==> src/rtl/conv_pass_sched.sv <==
// conv_pass_sched
//
// Sequencer for the streaming 3x3 convolution engines. It replays a stored
// IMG_W x IMG_H frame from the frame buffer in raster order once per kernel,
// clears the engine before each pass and steps the kernel select. It also
// tags every read so that, ENG_LAT cycles later, the engine output is
// flagged only for the (IMG_W-K+1) x (IMG_H-K+1) fully populated windows.
//
// Optional feature macro: CONV_PASS_SCHED_COORD_EN
//   defined   : out_row/out_col carry the window coordinates through the
//               tag pipeline.
//   undefined : out_row/out_col are tied to 0 and the coordinate fields are
//               left out of the tag pipeline. out_valid, out_last and all
//               timing are unchanged.
//
// Ports:
//   clk         clock, all logic on the rising edge
//   rst         synchronous active-high reset, highest priority
//   start       begin a frame run (sampled only in IDLE)
//   abort       cancel a run in progress (ignored in IDLE)
//   rd_en       frame-buffer read strobe
//   rd_addr     raster pixel address row*IMG_W+col
//   eng_clr     engine line-buffer/accumulator clear
//   kernel_sel  coefficient bank for the current pass
//   out_valid   engine output this cycle is a valid window
//   out_row     window row coordinate (0 when coordinates are disabled)
//   out_col     window column coordinate (0 when coordinates are disabled)
//   out_last    final valid window of the current pass
//   busy        high from CLEAR through DONE
//   done        one-cycle pulse after the last pass
module conv_pass_sched #(
  parameter int IMG_W       = 28,
  parameter int IMG_H       = 28,
  parameter int K           = 3,
  parameter int NUM_KERNELS = 3,
  parameter int ENG_LAT     = 3,
  parameter int ADDR_W      = 10
) (
  input  logic              clk,
  input  logic              rst,
  input  logic              start,
  input  logic              abort,
  output logic              rd_en,
  output logic [ADDR_W-1:0] rd_addr,
  output logic              eng_clr,
  output logic [1:0]        kernel_sel,
  output logic              out_valid,
  output logic [4:0]        out_row,
  output logic [4:0]        out_col,
  output logic              out_last,
  output logic              busy,
  output logic              done
);

  localparam int DW = $clog2(ENG_LAT) + 1;
  localparam logic [4:0]        COL_MAX    = 5'(IMG_W - 1);
  localparam logic [4:0]        ROW_MAX    = 5'(IMG_H - 1);
  localparam logic [4:0]        WIN_MIN    = 5'(K - 1);
  localparam logic [ADDR_W-1:0] ADDR_LAST  = ADDR_W'(IMG_W * IMG_H - 1);
  localparam logic [DW-1:0]     DRAIN_LAST = DW'(ENG_LAT - 1);
  localparam logic [1:0]        PASS_LAST  = 2'(NUM_KERNELS - 1);

  typedef enum logic [2:0] {
    S_IDLE,
    S_CLEAR,
    S_STREAM,
    S_DRAIN,
    S_DONE
  } state_t;

  state_t state_q, state_d;

  logic [ADDR_W-1:0] addr_q, addr_d;
  logic [4:0]        row_q, row_d;
  logic [4:0]        col_q, col_d;
  logic [DW-1:0]     drain_q, drain_d;
  logic [1:0]        pass_q, pass_d;
  logic [ENG_LAT-1:0] win_q, win_d;
  logic [ENG_LAT-1:0] last_q, last_d;
`ifdef CONV_PASS_SCHED_COORD_EN
  logic [4:0] trow_q [ENG_LAT];
  logic [4:0] trow_d [ENG_LAT];
  logic [4:0] tcol_q [ENG_LAT];
  logic [4:0] tcol_d [ENG_LAT];
`endif

  logic streaming;
  logic flush;
  logic tag_win;
  logic tag_last;

  assign streaming = (state_q == S_STREAM);
  // abort only matters once a run is in progress
  assign flush     = abort && (state_q != S_IDLE);

  // State register
  always_ff @(posedge clk) begin
    if (rst) state_q <= S_IDLE;
    else     state_q <= state_d;
  end

  // Next-state logic
  always_comb begin
    state_d = state_q;
    case (state_q)
      S_IDLE:   if (start) state_d = S_CLEAR;
      S_CLEAR:  state_d = S_STREAM;
      S_STREAM: if (addr_q == ADDR_LAST) state_d = S_DRAIN;
      S_DRAIN:  if (drain_q == DRAIN_LAST)
                  state_d = (pass_q == PASS_LAST) ? S_DONE : S_CLEAR;
      S_DONE:   state_d = S_IDLE;
      default:  state_d = S_IDLE;
    endcase
    if (flush) state_d = S_IDLE;
  end

  // Counters: raster address/row/col restart in every CLEAR, the pass
  // counter advances at the end of each DRAIN except the last one.
  always_comb begin
    addr_d  = addr_q;
    row_d   = row_q;
    col_d   = col_q;
    drain_d = drain_q;
    pass_d  = pass_q;
    case (state_q)
      S_CLEAR: begin
        addr_d  = '0;
        row_d   = '0;
        col_d   = '0;
        drain_d = '0;
      end
      S_STREAM: begin
        addr_d = addr_q + 1'b1;
        if (col_q == COL_MAX) begin
          col_d = '0;
          row_d = (row_q == ROW_MAX) ? '0 : row_q + 1'b1;
        end else begin
          col_d = col_q + 1'b1;
        end
      end
      S_DRAIN: begin
        drain_d = drain_q + 1'b1;
        if (drain_q == DRAIN_LAST && pass_q != PASS_LAST)
          pass_d = pass_q + 1'b1;
      end
      S_DONE:  pass_d = '0;
      default: ;
    endcase
    if (flush) begin
      addr_d  = '0;
      row_d   = '0;
      col_d   = '0;
      drain_d = '0;
      pass_d  = '0;
    end
  end

  // Tag pipeline: each read pushes a tag that lines up with the engine
  // output ENG_LAT cycles later. Non-read cycles push an empty tag.
  always_comb begin
    tag_win  = streaming && (row_q >= WIN_MIN) && (col_q >= WIN_MIN);
    tag_last = streaming && (row_q == ROW_MAX) && (col_q == COL_MAX);
    win_d    = {win_q[ENG_LAT-2:0], tag_win};
    last_d   = {last_q[ENG_LAT-2:0], tag_last};
    if (flush) begin
      win_d  = '0;
      last_d = '0;
    end
  end

`ifdef CONV_PASS_SCHED_COORD_EN
  // Coordinates are zeroed for non-window tags so idle outputs stay 0.
  always_comb begin
    trow_d[0] = tag_win ? row_q - WIN_MIN : '0;
    tcol_d[0] = tag_win ? col_q - WIN_MIN : '0;
    for (int i = 1; i < ENG_LAT; i++) begin
      trow_d[i] = trow_q[i-1];
      tcol_d[i] = tcol_q[i-1];
    end
    if (flush) begin
      for (int i = 0; i < ENG_LAT; i++) begin
        trow_d[i] = '0;
        tcol_d[i] = '0;
      end
    end
  end
`endif

  // Datapath registers
  always_ff @(posedge clk) begin
    if (rst) begin
      addr_q  <= '0;
      row_q   <= '0;
      col_q   <= '0;
      drain_q <= '0;
      pass_q  <= '0;
      win_q   <= '0;
      last_q  <= '0;
`ifdef CONV_PASS_SCHED_COORD_EN
      for (int i = 0; i < ENG_LAT; i++) begin
        trow_q[i] <= '0;
        tcol_q[i] <= '0;
      end
`endif
    end else begin
      addr_q  <= addr_d;
      row_q   <= row_d;
      col_q   <= col_d;
      drain_q <= drain_d;
      pass_q  <= pass_d;
      win_q   <= win_d;
      last_q  <= last_d;
`ifdef CONV_PASS_SCHED_COORD_EN
      for (int i = 0; i < ENG_LAT; i++) begin
        trow_q[i] <= trow_d[i];
        tcol_q[i] <= tcol_d[i];
      end
`endif
    end
  end

  // Output logic
  always_comb begin
    rd_en      = streaming;
    rd_addr    = streaming ? addr_q : '0;
    eng_clr    = (state_q == S_CLEAR);
    kernel_sel = (state_q == S_CLEAR || state_q == S_STREAM ||
                  state_q == S_DRAIN) ? pass_q : '0;
    busy       = (state_q != S_IDLE);
    done       = (state_q == S_DONE);
    out_valid  = win_q[ENG_LAT-1];
    out_last   = last_q[ENG_LAT-1];
`ifdef CONV_PASS_SCHED_COORD_EN
    out_row    = trow_q[ENG_LAT-1];
    out_col    = tcol_q[ENG_LAT-1];
`else
    out_row    = '0;
    out_col    = '0;
`endif
  end

endmodule

==> config.mk <==
export PLATFORM = sky130hd
export DESIGN_NAME = conv_pass_sched
export DESIGN_NICKNAME = d
export VERILOG_FILES = /design/src/rtl/conv_pass_sched.sv
export SDC_FILE = /design/constraint.sdc
export NUM_CORES = 1
export LEC_CHECK = 0
export BUFFER_PORTS_ARGS = -buffer_cell sky130_fd_sc_hd__buf_2
export CORE_ASPECT_RATIO = 1.4
export CORE_MARGIN = 8
export CORE_UTILIZATION = 45
export CTS_CLUSTER_DIAMETER = 120
export DETAILED_ROUTE_END_ITERATION = 7
export PLACE_DENSITY_LB_ADDON = 0.05
export SLEW_MARGIN = 20
export SYNTH_ARGS = -nofsm -noshare
export SYNTH_HDL_FRONTEND = slang
export SYNTH_SLANG_ARGS = --single-unit
==> constraint.sdc <==
create_clock -name clk -period 3.79 [get_ports clk]
set_input_delay 0.758 -clock clk [delete_from_list [all_inputs] [get_ports clk]]
set_output_delay 0.758 -clock clk [all_outputs]
set_load 0.01 [all_outputs]
Word level (Yosys, flattened, before mapping):

Cells that the tools add are included.

* bits in registers: 34
* output and inout port bits: 28

* add/sub/neg operators: 5
* magnitude comparators: 2
* eq/ne operators: 15
* muxes and demuxes: 16
* reduce and logical (&&, ||, !) cells: 17

Operator list (count)
* 10-bit one-hot mux with 2 select lines: 1
* 5-bit one-hot mux with 2 select lines: 2
* 5-bit 2-to-1 mux: 3
* 3-bit 2-to-1 mux: 4
* 3-bit one-hot mux with 4 select lines: 1
* 10-bit by 1-bit adder with 10-bit output (second input constant): 1
* 5-bit by 1-bit adder with 5-bit output (second input constant): 2
* 10-bit equality test (second input constant): 1
* 5-bit equality test (second input constant): 2
* 5-bit by 2-bit >= comparator with 1-bit output (second input constant): 2
* 10-bit 2-to-1 mux: 1
* 3-bit by 2-bit equality test with 1-bit output (second input constant): 3
* 2-bit != test (second input constant): 4
* 1-bit logical AND: 6
* 3-bit one-hot mux with 2 select lines: 1
* 2-bit nonzero test: 3
* 2-bit 2-to-1 mux: 2
* 2-bit by 1-bit != test with 1-bit output (second input constant): 2
* 2-bit one-hot mux with 2 select lines: 1
* 2-bit AND reduction: 2
* 3-bit by 1-bit adder with 3-bit output (second input constant): 1
* 3-bit by 1-bit equality test with 1-bit output (second input constant): 1
* 3-bit equality test (second input constant): 1
* 3-bit zero test: 1
* 6 further kinds: 7

Logic depth before layout (Yosys ltp):

* word-level depth: 4
* mapped depth: 7

Worst setup path before layout:

Ideal clock, no wire load.

* kind: flip-flop to output port
* from: register state_q[0]
* to: output port rd_addr[0]
* data arrival time: 1.557 ns
* required time: 3.032 ns
* slack: 1.475 ns
* cell stages (with the launch flop): 7
* buffers on the path: 3
* path through: dfxtp_1 buf_6 or3b_1 inv_2 buf_2 clkbuf_1 and2_1

* cells in the longest elaborated chain, start to end: 2

RTL lines
* start, declared: line 71 `state_t state_q, state_d;`
* start signal, assigned: line 99 `else state_q <= state_d;`
* 3-bit by 2-bit equality test with 1-bit output: line 92 `assign streaming = (state_q == S_STREAM);`
* via rd_en: line 43 `output logic rd_en,`
* 10-bit 2-to-1 mux: line 225 `rd_addr = streaming ? addr_q : '0;`
* end, declared: line 44 `output logic [ADDR_W-1:0] rd_addr,`

The timed path passes the listed nets, and every way through them passes these cells.

Worst setup path after layout:

* from: register state_q[1]
* to: output port rd_addr[6]

* cells in the longest elaborated chain, start to end: 2

RTL lines (line)
* 3-bit by 2-bit equality test with 1-bit output: 92
* 10-bit 2-to-1 mux: 225

No other way between the ends.

==> impl_metrics.csv <==
group,metric,value,unit
timing,slew-limit-headroom,41.9,%
route,drc,0,
global_route,grt_pass1_wl,6670,um
setup_path,cp.buffers_inverters,2,
synthesis,async_flop_share,0,%
setup_path,r2r_end,"row_q[0]$_SDFFE_PP0P_",
route,vias_per_cell,5.55,
die,die_w,69.8,um
min_path,hold_end,"last_q[1]$_SDFF_PP0_",
finish,stdcell_area,0.00198,mm^2
finish,final_nets,250,
setup_path,critPathSlowestCell,"or3b_1",
timing,rsz0062_at_grt,"false",
timing,fin_crit_sh,74.1,%
setup_path,r2r-start,"state_q[1]$_SDFFE_PP0P_",
clock_network,cts.sinks,34,
timing,finalMaxSlewViolations,0,
setup_path,critPathMaxFanout,25,
synthesis,syn_area_per_cell,8.23,um^2
min_path,hold_depth,1,
route,via_count,1565,
power,leakage,0.806,nW
global_route,grt_max_degree,27,
timing,whs,0.426,ns
setup_path,end_kind,"output port",
setup_path,cp_top_family,"simple AND/OR/NAND/NOR gates",
placement,post-place-cells,274,
min_path,min_from,"last_q[0]$_SDFF_PP0_",
placement,dpl-instance-area,0.00189,mm^2
synthesis,synth_edf_count,0,
route,wl_per_cell,13.8,um
global_route,antenna_found_initial,0,
timing,setup_viol,0,
power,ir_drop,0.000306,V
placement,place_hpwl,2830,um
setup_path,cp.arrival,2.05,ns
timing,fmax,356,MHz
synthesis,synth.area.top_cells,"dfxtp_1 (37%), and2_1 (5.8%), a21oi_1 (5.5%)",
die,rows,27,
timing,tightestPinTransition,0.871,ns
clock_network,clk_pin_slew,0.07,ns
synthesis,synth_top_family_by_area,"simple AND/OR/NAND/NOR gates",
finish,drive_above_1_share,15.1,%
global_route,gr-usage-all-layers,12.4,%
run,cap_violations,0,
setup_path,critical_path_class,"reg2out",
synthesis,synthMuxAreaShare,1.78,%
die,start_util,46.6,%
synthesis,yosys.area_share.simple,32.3,%
clock_network,htree_levels,2,
die,dieHeight,91.4,um
clock_network,clk_path_buf_depth,2,
finish,fillers,388,
finish,final_cell_mix,"dfxtp_1 (34), buf_2 (21), a21oi_1 (20), nor2_1 (19), and2_1 (17)",
die,core,0.00392,mm^2
timing,hold_viol_final,0,
setup_path,start_kind,"flop",
die,num_io_pins,32,
clock_network,postCtsHoldBufs,0,
finish,final_cells,282,
synthesis,synth_top_cell_area_share,37.3,%
route,routed_wl,3900,um
synthesis,synth-main-ff-cell,"dfxtp_1",
timing,finClkSkew,0.00375,ns
route,final_antenna_net_count,0,
status,status,"finished, final reports clean",
placement,gp_congestion,0.726,
synthesis,synth-xor-area-share,0.959,%
global_route,grt_pass1_vias,1473,
synthesis,synth_fa_ha_area_share,5.48,%
synthesis,seq_area_frac_synth,37.3,%
synthesis,postSynthCellCount,222,
setup_path,cp_cell_sequence,"or3b_1, inv_2, and2_1, buf_2",
timing,finalWorstPathRequiredPeriod,2.81,ns
synthesis,synth_top_area_cell,"dfxtp_1",
timing,fin_tns_setup,0,ns
synthesis,ys_warn_count,0,
finish,synthToLayoutAreaGrowth,8.29,%
synthesis,synth.cell_area,0.00183,mm^2
finish,ff_latch_area,681,um^2
power,powerDensity,374,mW/mm^2
clock_network,post_cts_resized,0,
clock_network,cts_root_buf,"clkbuf_8",
route,drtIter0Drc,137,
global_route,overflow,0,
route,drt_pre_antenna_iters,4,
finish,multi_input_area,0.00102,mm^2
finish,layout_commonest_cell,"dfxtp_1",
synthesis,synth_compound_area_share,13.4,%
setup_path,critical_path.max_stage_delay,0.57,ns
setup_path,reg2reg_depth,5,
synthesis,synth.distinct_cells,42,
clock_network,cts_buffers,5,
finish,antenna_cells,0,
placement,io_buffer_count,21,
synthesis,ys_ff_latch,34,
clock_network,clk_latency,0.28,ns
setup_path,reg2reg_slack,1.43,ns
die,dieArea,0.00638,mm^2
min_path,min_path_type,"reg2reg",
clock_network,cts_tree,"yes",
setup_path,required,3.03,ns
clock_network,cts_setup_buffers,0,
[worst max path at each step]
stage                     cells past startpoint          to                     from
after floorplan                               6  rd_addr[0]  state_q[0]$_SDFFE_PP0P_
after global placement                        4  rd_addr[6]  state_q[1]$_SDFFE_PP0P_
after detailed placement                      4  rd_addr[6]  state_q[1]$_SDFFE_PP0P_
after CTS                                     4  rd_addr[6]  state_q[1]$_SDFFE_PP0P_
after global routing                          4  rd_addr[1]  state_q[1]$_SDFFE_PP0P_
final                                         4  rd_addr[6]  state_q[1]$_SDFFE_PP0P_
[cell families after synthesis]
logic type | Yosys count
AO/OA/AOI/OAI | 42
XOR/XNOR | 2
adder cells (fa/ha/maj) | 8
buffers and inverters | 28
flip-flops | 34
multiplexers | 3
other | 1
AND/OR/NAND/NOR | 104
[area by class of cell]
type | instances | share of cell area [%]
Sequential cell | 34 | 34.4
Timing Repair Buffer | 21 | 5.31
Clock inverter | 1 | 0.253
Clock buffer | 7 | 4.36
Tap cell | 43 | 2.72
Inverter | 7 | 1.33
Multi-Input combinational cell | 169 | 51.6
[registers in the layout, indices dropped and copies added (netlist names)]
signal   flops
col_q        5
state_q      3
addr_q      10
win_q        3
pass_q       2
last_q       3
drain_q      3
row_q        5
[routing by layer]
layer,up-vias,GRT usage [%],wire length [um]
met3,7,4.58,188
met1,727,12.9,1640
li1,797,-,-
met2,34,21.5,1990
met5,-,0,0
met4,0,5.88,75
[cells in the mapped netlist (2+ instances only)]
cell / count
nor2_1: 19
mux2_2: 2
o21ai_0: 9
nor3_1: 6
dfxtp_1: 34
buf_4: 10
or2_2: 3
and3_1: 3
a22oi_1: 2
nand2_1: 13
or3_1: 4
inv_2: 2
buf_6: 2
o211ai_1: 2
nor4_1: 3
clkbuf_1: 8
nand4_1: 4
or3b_1: 2
nand4b_1: 2
nand3_1: 9
a21oi_1: 20
a31oi_1: 4
and2_1: 17
or4_1: 4
nor3b_1: 4
a311oi_1: 3
nor2b_1: 4
ha_1: 8
nand3b_1: 2
inv_1: 5
[report_power, final]
part	leakage (nW)	internal (mW)	switching (mW)
Combinational	0.483	0.0266	0.0651
Sequential	0.274	0.364	0.0118
Clock	0.0482	0.146	0.125
[metrics by stage]
step / total power [mW] / setup slack [ns] / util [%]
after floorplan: 0.465 / 1.48 / -
after global placement: 0.473 / 1.36 / 48.1
after detailed placement: 0.477 / 1.29 / 48.1
after CTS: 0.751 / 0.970 / 50.5
after global routing: 0.780 / 0.830 / 50.5
final: 0.740 / 0.981 / 50.5
No activity file was read; power rests on OpenSTA's default activity.
